`src/rtl/pci_arb_pkg.sv`:
```
// Shared types and defaults for the PCI-style round-robin bus arbiter.
// Imported by the arbiter top and its rr_pick helper, and by the bus top level.
package pci_arb_pkg;

    localparam int DEF_NUM_REQ    = 4;
    localparam int DEF_MAX_TENURE = 16;
    localparam int ARB_STATE_W    = 2;

    typedef enum logic [ARB_STATE_W-1:0] {
        ARB_IDLE  = 2'd0,
        ARB_GRANT = 2'd1,
        ARB_TURN  = 2'd2
    } arb_state_e;

endpackage

```
`src/rtl/pci_bus_arbiter_rr_pick.sv`:
```
// Combinational round-robin selector: first asserted request scanning from ptr upward,
// wrapping modulo NUM_REQ.
module rr_pick
    import pci_arb_pkg::*;
#(
    parameter int NUM_REQ = DEF_NUM_REQ,
    parameter int OWNER_W = $clog2(DEF_NUM_REQ)
) (
    input  logic [NUM_REQ-1:0] req,
    input  logic [OWNER_W-1:0] ptr,
    output logic [OWNER_W-1:0] pick,
    output logic               any_req
);

    logic [2*NUM_REQ-1:0] req_dbl;
    logic [NUM_REQ-1:0]   req_rot;
    logic [OWNER_W:0]     sum;

    // Rotate so that bit 0 is the ptr position; lowest rotated bit wins.
    assign req_dbl = {req, req} >> ptr;
    assign req_rot = req_dbl[NUM_REQ-1:0];
    assign any_req = |req;

    always_comb begin
        pick = '0;
        sum  = '0;
        for (int i = NUM_REQ - 1; i >= 0; i--) begin
            if (req_rot[i]) begin
                sum = {1'b0, ptr} + (OWNER_W+1)'(i);
                if (sum >= (OWNER_W+1)'(NUM_REQ)) begin
                    sum = sum - (OWNER_W+1)'(NUM_REQ);
                end
                pick = sum[OWNER_W-1:0];
            end
        end
    end

endmodule

```
`src/rtl/pci_bus_arbiter.sv`:
```
// Round-robin system bus arbiter with registered one-hot grants, bounded tenure and a
// one-cycle turnaround. Define ARB_PARK_EN to park the idle bus on requester 0 (CPU).
module pci_bus_arbiter
    import pci_arb_pkg::*;
#(
    parameter int NUM_REQ    = DEF_NUM_REQ,
    parameter int MAX_TENURE = DEF_MAX_TENURE,
    parameter int OWNER_W    = $clog2(NUM_REQ)
) (
    input  logic               clk,
    input  logic               reset_n,
    input  logic [NUM_REQ-1:0] req,
    output logic [NUM_REQ-1:0] gnt,
    output logic [OWNER_W-1:0] owner,
    output logic               bus_busy,
    output logic               preempt
);

`ifdef ARB_PARK_EN
    localparam bit PARK = 1'b1;
`else
    localparam bit PARK = 1'b0;
`endif
    localparam int                 CNT_W    = $clog2(MAX_TENURE + 2);
    localparam logic [NUM_REQ-1:0] ONE_HOT0 = NUM_REQ'(1);

    arb_state_e         state_q, state_d;
    logic [OWNER_W-1:0] ptr_q, ptr_d;
    logic [OWNER_W-1:0] owner_q, owner_d;
    logic [CNT_W-1:0]   cnt_q, cnt_d;
    logic [NUM_REQ-1:0] gnt_q, gnt_d;
    logic               busy_q, busy_d;
    logic               preempt_q, preempt_d;

    logic [OWNER_W-1:0] pick;
    logic               any_req;
    logic               own_req, others_req, expired, park_hop;
    logic [OWNER_W:0]   owner_inc;
    logic [OWNER_W-1:0] ptr_wrap;
    logic [NUM_REQ-1:0] grant_oh;

    rr_pick #(.NUM_REQ(NUM_REQ), .OWNER_W(OWNER_W)) u_pick (
        .req     (req),
        .ptr     (ptr_q),
        .pick    (pick),
        .any_req (any_req)
    );

    // gnt_q is the owner's one-hot while in GRANT, so it doubles as the owner mask.
    assign own_req    = |(req & gnt_q);
    assign others_req = |(req & ~gnt_q);
    // >= rather than == so a requester that arrives after the counter saturated still
    // gets the bus instead of waiting behind an unbounded tenure.
    assign expired    = (MAX_TENURE != 0) && (int'(cnt_q) >= MAX_TENURE - 1) && others_req;
    assign owner_inc  = {1'b0, owner_q} + (OWNER_W+1)'(1);
    assign ptr_wrap   = (owner_inc >= (OWNER_W+1)'(NUM_REQ)) ? '0 : owner_inc[OWNER_W-1:0];
    assign grant_oh   = ONE_HOT0 << pick;
    assign park_hop   = PARK && (state_q == ARB_IDLE) && gnt_q[0] && (pick != '0);

    always_comb begin
        state_d   = state_q;
        ptr_d     = ptr_q;
        owner_d   = owner_q;
        cnt_d     = cnt_q;
        gnt_d     = gnt_q;
        busy_d    = busy_q;
        preempt_d = 1'b0;
        case (state_q)
            ARB_IDLE, ARB_TURN: begin
                if (any_req && park_hop) begin
                    // Parked grant must drop for a turnaround before another master drives.
                    gnt_d   = '0;
                    state_d = ARB_TURN;
                end else if (any_req) begin
                    gnt_d   = grant_oh;
                    owner_d = pick;
                    busy_d  = 1'b1;
                    cnt_d   = '0;
                    state_d = ARB_GRANT;
                end else begin
                    gnt_d   = PARK ? ONE_HOT0 : '0;
                    if (PARK) owner_d = '0;
                    state_d = ARB_IDLE;
                end
            end
            ARB_GRANT: begin
                if (!own_req || expired) begin
                    gnt_d     = '0;
                    busy_d    = 1'b0;
                    ptr_d     = ptr_wrap;
                    preempt_d = own_req;
                    state_d   = ARB_TURN;
                end else if (cnt_q != '1) begin
                    cnt_d = cnt_q + CNT_W'(1);
                end
            end
            default: state_d = ARB_IDLE;
        endcase
    end

    always_ff @(posedge clk) begin
        if (!reset_n) begin
            state_q   <= ARB_IDLE;
            ptr_q     <= '0;
            owner_q   <= '0;
            cnt_q     <= '0;
            gnt_q     <= '0;
            busy_q    <= 1'b0;
            preempt_q <= 1'b0;
        end else begin
            state_q   <= state_d;
            ptr_q     <= ptr_d;
            owner_q   <= owner_d;
            cnt_q     <= cnt_d;
            gnt_q     <= gnt_d;
            busy_q    <= busy_d;
            preempt_q <= preempt_d;
        end
    end

    assign gnt      = gnt_q;
    assign owner    = owner_q;
    assign bus_busy = busy_q;
    assign preempt  = preempt_q;

endmodule

```
`config.mk`:
```
export PLATFORM = sky130hd
export DESIGN_NAME = pci_bus_arbiter
export DESIGN_NICKNAME = d
export VERILOG_FILES = /design/src/rtl/pci_arb_pkg.sv /design/src/rtl/pci_bus_arbiter_rr_pick.sv /design/src/rtl/pci_bus_arbiter.sv
export SDC_FILE = /design/constraint.sdc
export NUM_CORES = 1
export LEC_CHECK = 0
export BUFFER_PORTS_ARGS = -buffer_cell sky130_fd_sc_hd__buf_2
export CORE_MARGIN = 2
export CORE_UTILIZATION = 58
export CTS_CLUSTER_DIAMETER = 40
export CTS_CLUSTER_SIZE = 30
export DETAILED_ROUTE_END_ITERATION = 10
export MAX_ROUTING_LAYER = met4
export PLACE_DENSITY = 0.9
export SLEW_MARGIN = 0
export SYNTH_ARGS = -nofsm -noshare
export SYNTH_HDL_FRONTEND = slang
export SYNTH_HIERARCHICAL = 1
export SYNTH_SLANG_ARGS = --single-unit
```
`constraint.sdc`:
```
create_clock -name clk -period 5.6 [get_ports clk]
set_input_delay 0.56 -clock clk [delete_from_list [all_inputs] [get_ports clk]]
set_output_delay 0.56 -clock clk [all_outputs]
set_load 0.05 [all_outputs]
```
==> results of run 1 <==
area by class of cell:
cell class	instances	area, um2
Multi-Input combinational cell	82	543
Fill cell	134	484
Sequential cell	17	340
Timing Repair Buffer	13	65.1
Inverter	7	26.3
Clock buffer	3	22.5
Tap cell	16	20.0
Clock inverter	1	5.00
metal layers:
metal | share of wire | vias up | track usage
met3 | 0.065 | 4 | 0.0583
met2 | 0.47 | 31 | 0.338
met5 | 0 | - | -
met1 | 0.45 | 386 | 0.267
li1 | - | 417 | -
met4 | 0.011 | 0 | 0.109
placed cells by master, fill, tap and decap left out, types with 2 or more instances in the layout:
cell       instances
nor2_1             2
o2bb2ai_1          2
a22oi_1            2
clkbuf_4           3
ha_1               4
dfxtp_1           17
or4_1              3
nor2b_1            6
a21o_1             2
o21ai_0            3
and3_1             3
buf_2             13
a22o_1             4
mux2i_1            2
nand2b_1           4
a21oi_1            8
inv_1              7
nand2_1           19
synth_stat cells, drive strengths merged:
| master | count | area (um2) |
|---|---|---|
| nand2 | 19 | 71.3 |
| o211ai | 1 | 7.51 |
| dfxtp | 17 | 340 |
| clkbuf | 2 | 7.51 |
| mux2i | 2 | 20.0 |
| a2111oi | 1 | 27.5 |
| ha | 4 | 50.1 |
| nand3b | 1 | 7.51 |
| o41ai | 1 | 8.76 |
| o21a | 1 | 7.51 |
| nand3 | 1 | 5.00 |
| nor2 | 2 | 7.51 |
| a2bb2oi | 1 | 8.76 |
| and3 | 3 | 18.8 |
| buf | 1 | 5.00 |
| a21oi | 8 | 40.0 |
| and2 | 1 | 6.26 |
| o21ai | 5 | 28.8 |
| o21bai | 1 | 7.51 |
| nor4 | 1 | 6.26 |
| a22oi | 2 | 15.0 |
| a31oi | 1 | 6.26 |
| a22o | 4 | 35.0 |
| a21boi | 1 | 7.51 |
| nor2b | 6 | 37.5 |
| a21o | 2 | 15.0 |
| or4 | 3 | 22.5 |
| nor3b | 1 | 7.51 |
| o2bb2ai | 2 | 17.5 |
| nand2b | 4 | 25.0 |
| a211oi | 2 | 20.0 |
| nor3 | 1 | 5.00 |
| inv | 7 | 26.3 |
stage by stage:
stage               utilization  instance area [um2]  cells  hold WS (ns)  power (mW)
global route              0.679                 1020    139         0.517       0.278
finish                    0.679                 1020    139         0.479       0.263
floorplan                     -                  922    109         0.442       0.186
CTS                       0.679                 1020    139         0.482       0.265
detailed placement        0.660                  995    135         0.469       0.201
global placement          0.660                  995    135         0.452       0.199
worst max-delay path: cells and delay by family, from the launching register on:
kind | cells | cell delay, ns
flops | 1 | 0.35
compound gates | 3 | 0.52
fa+ha+maj | 2 | 0.42
simple gates | 2 | 0.74
power by group through the flow:
stage / Clock, mW / Sequential (mW) / Combinational (mW)
global placement: 0 / 0.137 / 0.0625
global route: 0.0723 / 0.136 / 0.0700
detailed placement: 0 / 0.138 / 0.0637
CTS: 0.0667 / 0.135 / 0.0639
finish: 0.0642 / 0.135 / 0.0640
floorplan: 0 / 0.151 / 0.0350
sequential cells by signal (all words and copies together), names as in the netlist:
name	count
cnt_q	5
gnt	4
owner	2
ptr_q	2
state_q	2
bus_busy	1
preempt	1
cell families (layout without fill, tap and decap cells):
logic type | after synthesis | after routing
flops | 17 | 17
compound gates | 33 | 33
buf+inv | 10 | 24
simple gates | 43 | 43
mux | 2 | 2
fa+ha+maj | 4 | 4
worst max path at each step:
stage,start,endpoint,slack [ns],cells after the start
after floorplan,gnt[0],cnt_q[2],3.75,5
after global placement,req[0],cnt_q[0],3.53,6
after detailed placement,req[0],cnt_q[2],3.51,6
after CTS,cnt_q[0],cnt_q[2],3.52,7
after global routing,cnt_q[0],cnt_q[0],3.39,7
final,cnt_q[0],cnt_q[2],3.50,7
==> impl_metrics.env, run 1 <==
export IMPL_switchingPower_mw=0.0884
export IMPL_fin_nets=134
export IMPL_synth_compound_area_frac=0.274
export IMPL_die_w_um=43.9
export IMPL_setup_tns_ns=0
export IMPL_cp_common_cell="ha_1"
export IMPL_syn_to_final_growth_pct=10.9
export IMPL_maxCapViolations=0
export IMPL_syn_inst=109
export IMPL_io_pins=14
export IMPL_pwr_density_cell_nw_per_um2=257
export IMPL_vias_per_cell=6.03
export IMPL_path_cells="ha_1 -> and3_1 -> ha_1 -> a211oi_2 -> o21ai_2 -> or4_1 -> o21ai_1"
export IMPL_p_int_mw=0.175
export IMPL_synth_xor_area_share=0
export IMPL_slowest_stage="or4_1"
export IMPL_hold_end="cnt_q[1]"
export IMPL_yosysUniqueCellTypes=36
export IMPL_wl_mm=1.85
export IMPL_tightest_slew_ns=0.479
export IMPL_skew_ns=0.00401
export IMPL_detail_route_iter0_violations=24
export IMPL_drt_pass1_iter_count=4
export IMPL_cp_max_fo=14
export IMPL_fmax_mhz=477
export IMPL_worstHoldStart="cnt_q[1]"
export IMPL_min_period_over_period=0.374
export IMPL_htreeDepth=1
export IMPL_yosys_area_share_simple=0.239
export IMPL_arrival_ns=2.32
export IMPL_power_frac_comb=0.243
export IMPL_regToRegStartpoint="cnt_q[0]"
export IMPL_cts_sinks=17
export IMPL_grt_pass1_vias=754
export IMPL_postRouteAntennaNets=0
export IMPL_cp_required_ns=5.82
export IMPL_setup_violations=0
export IMPL_antenna_found_initial=0
export IMPL_initial_core_util=0.612
export IMPL_gp_congestion=0.893
export IMPL_syn_area_per_cell_um2=8.46
export IMPL_synth_seq_cells=17
export IMPL_maxSlewViolCount=0
export IMPL_sw_frac_of_total=0.336
export IMPL_hold_buffers=0
export IMPL_irDropWorstVdd_mv=0.156
export IMPL_cts_setup_buffers=0
export IMPL_drcViolationCount=0
export IMPL_synth_fa_ha_area_frac=0.0543
export IMPL_ctsResizeCount=0
export IMPL_dp_hpwl_mm=1.43
export IMPL_overflow=0
export IMPL_period_minus_slack_ns=2.10
export IMPL_ys_warn_count=6
export IMPL_rsz0062_at_grt="false"
export IMPL_synth_top_family_by_area="compound AO/OA/AOI/OAI gates"
export IMPL_cp_slowest_stage_delay_ns=0.53
export IMPL_r2r_setup_slack_ns=3.50
export IMPL_r2r_end="cnt_q[2]"
export IMPL_hold_viol=0
export IMPL_cts_clk_slew_worst_paths_ns=0.10
export IMPL_grt_pass1_wl_mm=3.07
export IMPL_min_path_type="reg2reg"
export IMPL_criticalPathCategory="reg2reg"
export IMPL_holdPathStages=2
export IMPL_via_count=838
export IMPL_cts_tree="done"
export IMPL_grt_start_max_net_pins=15
export IMPL_setup_slack_ns=3.50
export IMPL_cp_start_kind="flip-flop"
export IMPL_antenna_cells=0
export IMPL_coreArea_um2=1510
export IMPL_cts_root_buf="clkbuf_4"
export IMPL_die_y_um=43.9
export IMPL_cts_buffers=3
export IMPL_r2r_cells=7
export IMPL_synth_cell_area_um2=922
export IMPL_num_rows=14
export IMPL_crit_path_end_kind="flip-flop"
export IMPL_seq_area_frac_synth=0.369
export IMPL_clock_power_share=0.244
export IMPL_status="finished, final reports clean"
export IMPL_grt_use_total=0.221
export IMPL_cts_path_max_buffers=2
export IMPL_synthMuxAreaShare=0.0217
export IMPL_pre_cts_slack_ns=3.51
export IMPL_relSlewSlack=0.680
export IMPL_power_frac_seq=0.513
export IMPL_final_layout_size_suffix_gt1_frac=0.163
export IMPL_detail_route_wl_per_cell_um=13.3
export IMPL_portBuffers=13
export IMPL_leakage_nw=0.438
export IMPL_clock_latency_ns=0.29
export IMPL_syn_nets=119
export IMPL_die_area_um2=1930
No activity file was read; power rests on OpenSTA's default activity.
==> inputs of run 2 (changes only) <==
Settings changed: ABC_AREA set to 1, CORE_UTILIZATION 58 to 56, PLACE_DENSITY 0.9 to 0.87.
Clock period 5.6 ns to 2.1 ns, I/O delays scaled along.
==> impl_metrics.env, run 2 <==
export IMPL_status="finished, final reports clean"
export IMPL_portBuffers=13
export IMPL_detail_route_iter0_violations=34
export IMPL_layout_common_cells="nand2_1 (51), inv_1 (20), dfxtp_1 (17), nor2_1 (16), nand3_1 (15)"
export IMPL_top_register="cnt_q"
export IMPL_synth_cell_area_um2=1080
export IMPL_vias_per_cell=5.04
export IMPL_yosysUniqueCellTypes=22
export IMPL_num_rows=15
export IMPL_synthArstFlopShare=0
export IMPL_power_frac_seq=0.395
export IMPL_grt_pass1_wl_mm=3.68
export IMPL_io_pins=14
export IMPL_die_w_um=48.0
export IMPL_synth_top_area_share=0.314
export IMPL_largest_reg_flops=5
export IMPL_criticalPathCategory="reg2reg"
export IMPL_postRouteAntennaNets=0
export IMPL_cts_root_buf="clkbuf_4"
export IMPL_synth_edff_count=0
export IMPL_syn_to_final_growth_pct=9.02
export IMPL_wl_mm=2.22
export IMPL_drcViolationCount=0
export IMPL_regToRegStartpoint="cnt_q[0]"
export IMPL_fin_nets=195
export IMPL_dp_hpwl_mm=1.78
export IMPL_r2r_setup_slack_ns=0.31
export IMPL_arrival_ns=2.00
export IMPL_setup_tns_ns=0
export IMPL_cts_tree="done"
export IMPL_hold_ws_ns=0.191
export IMPL_worstHoldStart="reset_n"
export IMPL_fmax_mhz=560
export IMPL_cts_path_max_buffers=2
export IMPL_die_y_um=48.0
export IMPL_setup_violations=0
export IMPL_leakage_nw=0.604
export IMPL_clock_power_share=0.156
export IMPL_placed_area_um2=1150
export IMPL_switchingPower_mw=0.491
export IMPL_synth_seq_cells=17
export IMPL_cts_setup_buffers=0
export IMPL_drt_pass1_iter_count=4
export IMPL_power_frac_comb=0.449
export IMPL_hold_buffers=0
export IMPL_hold_viol=0
export IMPL_yosys_area_top_type="dfxtp_1"
export IMPL_antenna_cells=0
export IMPL_crit_path_end_kind="flip-flop"
export IMPL_overflow=0
export IMPL_synth_common_cells="nand2_1 (51), inv_1 (20), dfxtp_1 (17), nor2_1 (16), nand3_1 (15)"
export IMPL_syn_area_per_cell_um2=6.37
export IMPL_tightest_slew_ns=0.407
export IMPL_maxCapViolations=0
export IMPL_synth_ff_type="dfxtp_1"
export IMPL_initial_core_util=0.613
export IMPL_pwr_density_cell_nw_per_um2=915
export IMPL_detail_route_wl_per_cell_um=10.6
export IMPL_setup_slack_ns=0.313
export IMPL_syn_inst=170
export IMPL_cp_required_ns=2.31
export IMPL_irDropWorstVdd_mv=0.615
export IMPL_relSlewSlack=0.728
export IMPL_syn_nets=180
export IMPL_seq_area_frac_synth=0.314
export IMPL_period_minus_slack_ns=1.79
export IMPL_gp_congestion=0.892
export IMPL_maxSlewViolCount=0
export IMPL_die_area_um2=2300
export IMPL_via_count=1054
export IMPL_clock_latency_ns=0.28
export IMPL_grt_start_max_net_pins=13
export IMPL_grt_use_total=0.229
export IMPL_p_int_mw=0.589
export IMPL_cp_start_kind="flip-flop"
export IMPL_min_path_type="in2reg"
export IMPL_cp_max_fo=12
export IMPL_coreArea_um2=1760
export IMPL_cts_clk_slew_worst_paths_ns=0.10
export IMPL_ys_warn_count=6
export IMPL_synthTopCellsByArea="dfxtp_1 (31%), nand2_1 (18%), inv_1 (6.9%)"
export IMPL_antenna_found_initial=0
export IMPL_sw_frac_of_total=0.454
export IMPL_cts_buffers=3
export IMPL_rsz0062_at_grt="false"
export IMPL_pre_cts_slack_ns=0.344
export IMPL_synthMostInstantiatedCell="nand2_1"
export IMPL_final_layout_size_suffix_gt1_frac=0.196
export IMPL_grt_pass1_vias=937
export IMPL_ctsResizeCount=0
export IMPL_min_period_over_period=0.851
export IMPL_crit_path_start="cnt_q[0]"
export IMPL_htreeDepth=1
export IMPL_final_common_cell="nand2_1"
export IMPL_cts_sinks=17
export IMPL_final_cell_area_um2=1180
export IMPL_skew_ns=0.00280
run 2: path summary, 6_finish.rpt:
kind | depth (start not counted) | end
setup reg to reg | 12 | cnt_q[3]
setup / recovery | 12 | cnt_q[3]
hold / removal | 3 | cnt_q[2]
hold reg to reg | 2 | bus_busy
run 2: per-layer routing:
layer,vias to the layer above,share of wire,global-route usage
met1,468,0.47,0.285
met5,-,0,-
met2,25,0.49,0.389
met3,2,0.040,0.0340
met4,0,0.0059,0.0541
li1,559,-,-
run 2: final cells by class:
class,instances,area [um2]
multi-input combinational,121,604
fill,170,584
sequential,17,340
inverter,29,111
timing repair buffer,13,65.1
tap,25,31.3
clock buffer,3,22.5
clock inverter,1,5.00
run 2: power groups by stage:
stage               logic, mW  registers, mW  clock network, mW
detailed placement      0.478          0.433                  0
finish                  0.485          0.426              0.169
floorplan               0.324          0.505                  0
CTS                     0.481          0.426              0.175
global placement        0.464          0.428                  0
global route            0.541          0.434              0.189
run 2: kinds of logic (layout without fill, tap and decap cells):
kind of cell | Yosys count | in the layout | share of synthesized area
AND/OR/NAND/NOR | 96 | 96 | 0.395
flip-flops | 17 | 17 | 0.314
AO/OA/AOI/OAI | 20 | 20 | 0.109
adder cells (fa/ha/maj) | 4 | 4 | 0.0462
buffers and inverters | 32 | 46 | 0.127
XOR/XNOR | 1 | 1 | 0.00809
run 2: per-stage QoR:
step / util / std cells / power, mW
2_1_floorplan: - / 170 / 0.830
3_5_place_dp: 0.653 / 205 / 0.912
3_3_place_gp: 0.653 / 205 / 0.892
4_1_cts: 0.669 / 209 / 1.08
5_1_grt: 0.669 / 209 / 1.16
6_report: 0.669 / 209 / 1.08
run 2: critical path: stages, from the launching register on:
cell,delay [ns]
dfxtp_1,0.40
ha_1,0.20
nand2_1,0.06
nor2_1,0.14
ha_1,0.17
nor2_1,0.04
nand2_1,0.06
nand2_1,0.07
nand2_1,0.07
nand2_2,0.16
nand2_1,0.16
nand2_1,0.07
a21oi_1,0.13
==> inputs of run 3 (changes only) <==
Clock period 2.1 ns to 1.9 ns, I/O delays scaled along.
==> impl_metrics.env, run 3 (synthesis gave the netlist of run 2 again) <==
export IMPL_grt_pass1_wl_mm=3.77
export IMPL_setup_tns_ns=0
export IMPL_pwr_density_cell_nw_per_um2=1030
export IMPL_dp_hpwl_mm=1.88
export IMPL_rsz0062_at_grt="false"
export IMPL_detail_route_wl_per_cell_um=11.1
export IMPL_slowest_stage="dfxtp_1"
export IMPL_cts_sinks=17
export IMPL_die_w_um=48.0
export IMPL_crit_path_start="cnt_q[0]"
export IMPL_vias_per_cell=5.11
export IMPL_dp_cells=205
export IMPL_cp_common_cell="nand2_1"
export IMPL_gp_congestion=0.933
export IMPL_cts_root_buf="clkbuf_4"
export IMPL_largest_reg_flops=5
export IMPL_cp_slowest_stage_delay_ns=0.40
export IMPL_syn_to_final_growth_pct=9.71
export IMPL_relSlewSlack=0.718
export IMPL_fin_nets=195
export IMPL_cts_buffers=3
export IMPL_tightest_slew_ns=0.422
export IMPL_path_cells="ha_1 -> nand2_1 -> nor2_1 -> ha_1 -> nor2_1 -> nand2_1 -> nand2_1 -> nand2_1 -> nand2_4 -> nand2_2 -> nand2_1 -> a21oi_1"
export IMPL_drt_pass1_iter_count=5
export IMPL_antenna_cells=0
export IMPL_grt_pass1_vias=971
export IMPL_wl_mm=2.33
export IMPL_final_cells=209
export IMPL_cp_required_ns=2.14
export IMPL_irDropWorstVdd_mv=0.712
export IMPL_cts_tree="done"
export IMPL_grt_use_total=0.243
export IMPL_regToRegStartpoint="cnt_q[0]"
export IMPL_drcViolationCount=0
export IMPL_skew_ns=0.00506
export IMPL_postRouteAntennaNets=0
export IMPL_num_fill_cells=174
export IMPL_htreeDepth=1
export IMPL_layout_common_cells="nand2_1 (50), inv_1 (20), dfxtp_1 (17), nor2_1 (16), nand3_1 (15)"
export IMPL_cp_max_fo=12
export IMPL_top_register="cnt_q"
export IMPL_via_count=1067
export IMPL_period_minus_slack_ns=1.75
export IMPL_final_layout_size_suffix_gt1_frac=0.201
export IMPL_io_pins=14
export IMPL_detail_route_iter0_violations=21
export IMPL_num_rows=15
export IMPL_portBuffers=13
export IMPL_clock_latency_ns=0.30
export IMPL_min_path_type="in2reg"
export IMPL_cts_clk_slew_worst_paths_ns=0.10
export IMPL_worstHoldStart="reset_n"
export IMPL_final_common_cell="nand2_1"
export IMPL_arrival_ns=1.99
export IMPL_cp_start_kind="flip-flop"
export IMPL_status="finished, final reports clean"
export IMPL_initial_core_util=0.613
export IMPL_setup_violations=0
export IMPL_antenna_found_initial=0
export IMPL_maxSlewViolCount=0
export IMPL_criticalPathCategory="reg2reg"
export IMPL_min_period_over_period=0.921
export IMPL_die_y_um=48.0
export IMPL_coreArea_um2=1760
export IMPL_fmax_mhz=572
export IMPL_hold_viol=0
export IMPL_maxCapViolations=0
export IMPL_overflow=0
export IMPL_grt_start_max_net_pins=13
export IMPL_die_area_um2=2300
export IMPL_leakage_nw=0.606
export IMPL_cts_path_max_buffers=2
export IMPL_crit_path_end_kind="flip-flop"
export IMPL_r2r_setup_slack_ns=0.15
==> run 3: cell counts in the layout (fill, tap and decap cells not counted) <==
Identical to the previous run, type by type.
==> run 3: per-stage QoR <==
| stage | util | instance area, um2 | total power [mW] | worst slack, ns | hold slack (ns) |
|---|---|---|---|---|---|
| 6_report | 0.673 | 1190 | 1.22 | 0.151 | 0.144 |
| 5_1_grt | 0.673 | 1190 | 1.30 | 0.00684 | 0.163 |
| 4_1_cts | 0.669 | 1180 | 1.21 | 0.0915 | 0.153 |
| 3_5_place_dp | 0.653 | 1150 | 1.01 | 0.132 | 0.472 |
| 3_3_place_gp | 0.653 | 1150 | 0.984 | 0.272 | 0.451 |
| 2_1_floorplan | - | 1080 | 0.917 | 0.386 | 0.311 |
==> run 3: area by class of cell <==
cell class                      count  area, um2  area share
Multi-Input combinational cell    121        612       0.515
Tap cell                           25       31.3      0.0263
Sequential cell                    17        340       0.287
Timing Repair Buffer               13       65.1      0.0548
Clock buffer                        3       22.5      0.0190
Clock inverter                      1       5.00     0.00421
Inverter                           29        111      0.0938
==> run 3: timing repair <==
action / CTS / global route
endpoints found under the setup margin: 0 / 2
hold buffers: 0 / 0
resized for setup: 0 / 2
buffers inserted: 0 / 0
==> run 3: report_power, final <==
part | internal (mW) | switching (mW) | total (mW)
clock | 0.0786 | 0.122 | 0.200
combinational | 0.167 | 0.378 | 0.545
sequential | 0.409 | 0.0639 | 0.473
total | 0.655 | 0.564 | 1.22
==> run 3: per-layer routing <==
metal / track usage / up-vias / wire length (um)
li1: - / 558 / -
met1: 0.261 / 486 / 1050
met2: 0.424 / 19 / 1150
met3: 0.0302 / 4 / 82
met4: 0.141 / 0 / 46
met5: - / - / 0
==> run 3: path summary, 6_finish.rpt <==
path / to / cells after the start
setup / recovery: cnt_q[4] / 12
hold / removal: cnt_q[0] / 3
setup reg to reg: cnt_q[4] / 12
hold reg to reg: bus_busy / 2
==> run 3: critical path, delay by kind of cell (launching register included) <==
| family | cells | cell delay (ns) |
|---|---|---|
| AO/OA/AOI/OAI | 1 | 0.13 |
| adder cells (fa/ha/maj) | 2 | 0.39 |
| flip-flops | 1 | 0.40 |
| AND/OR/NAND/NOR | 9 | 0.77 |
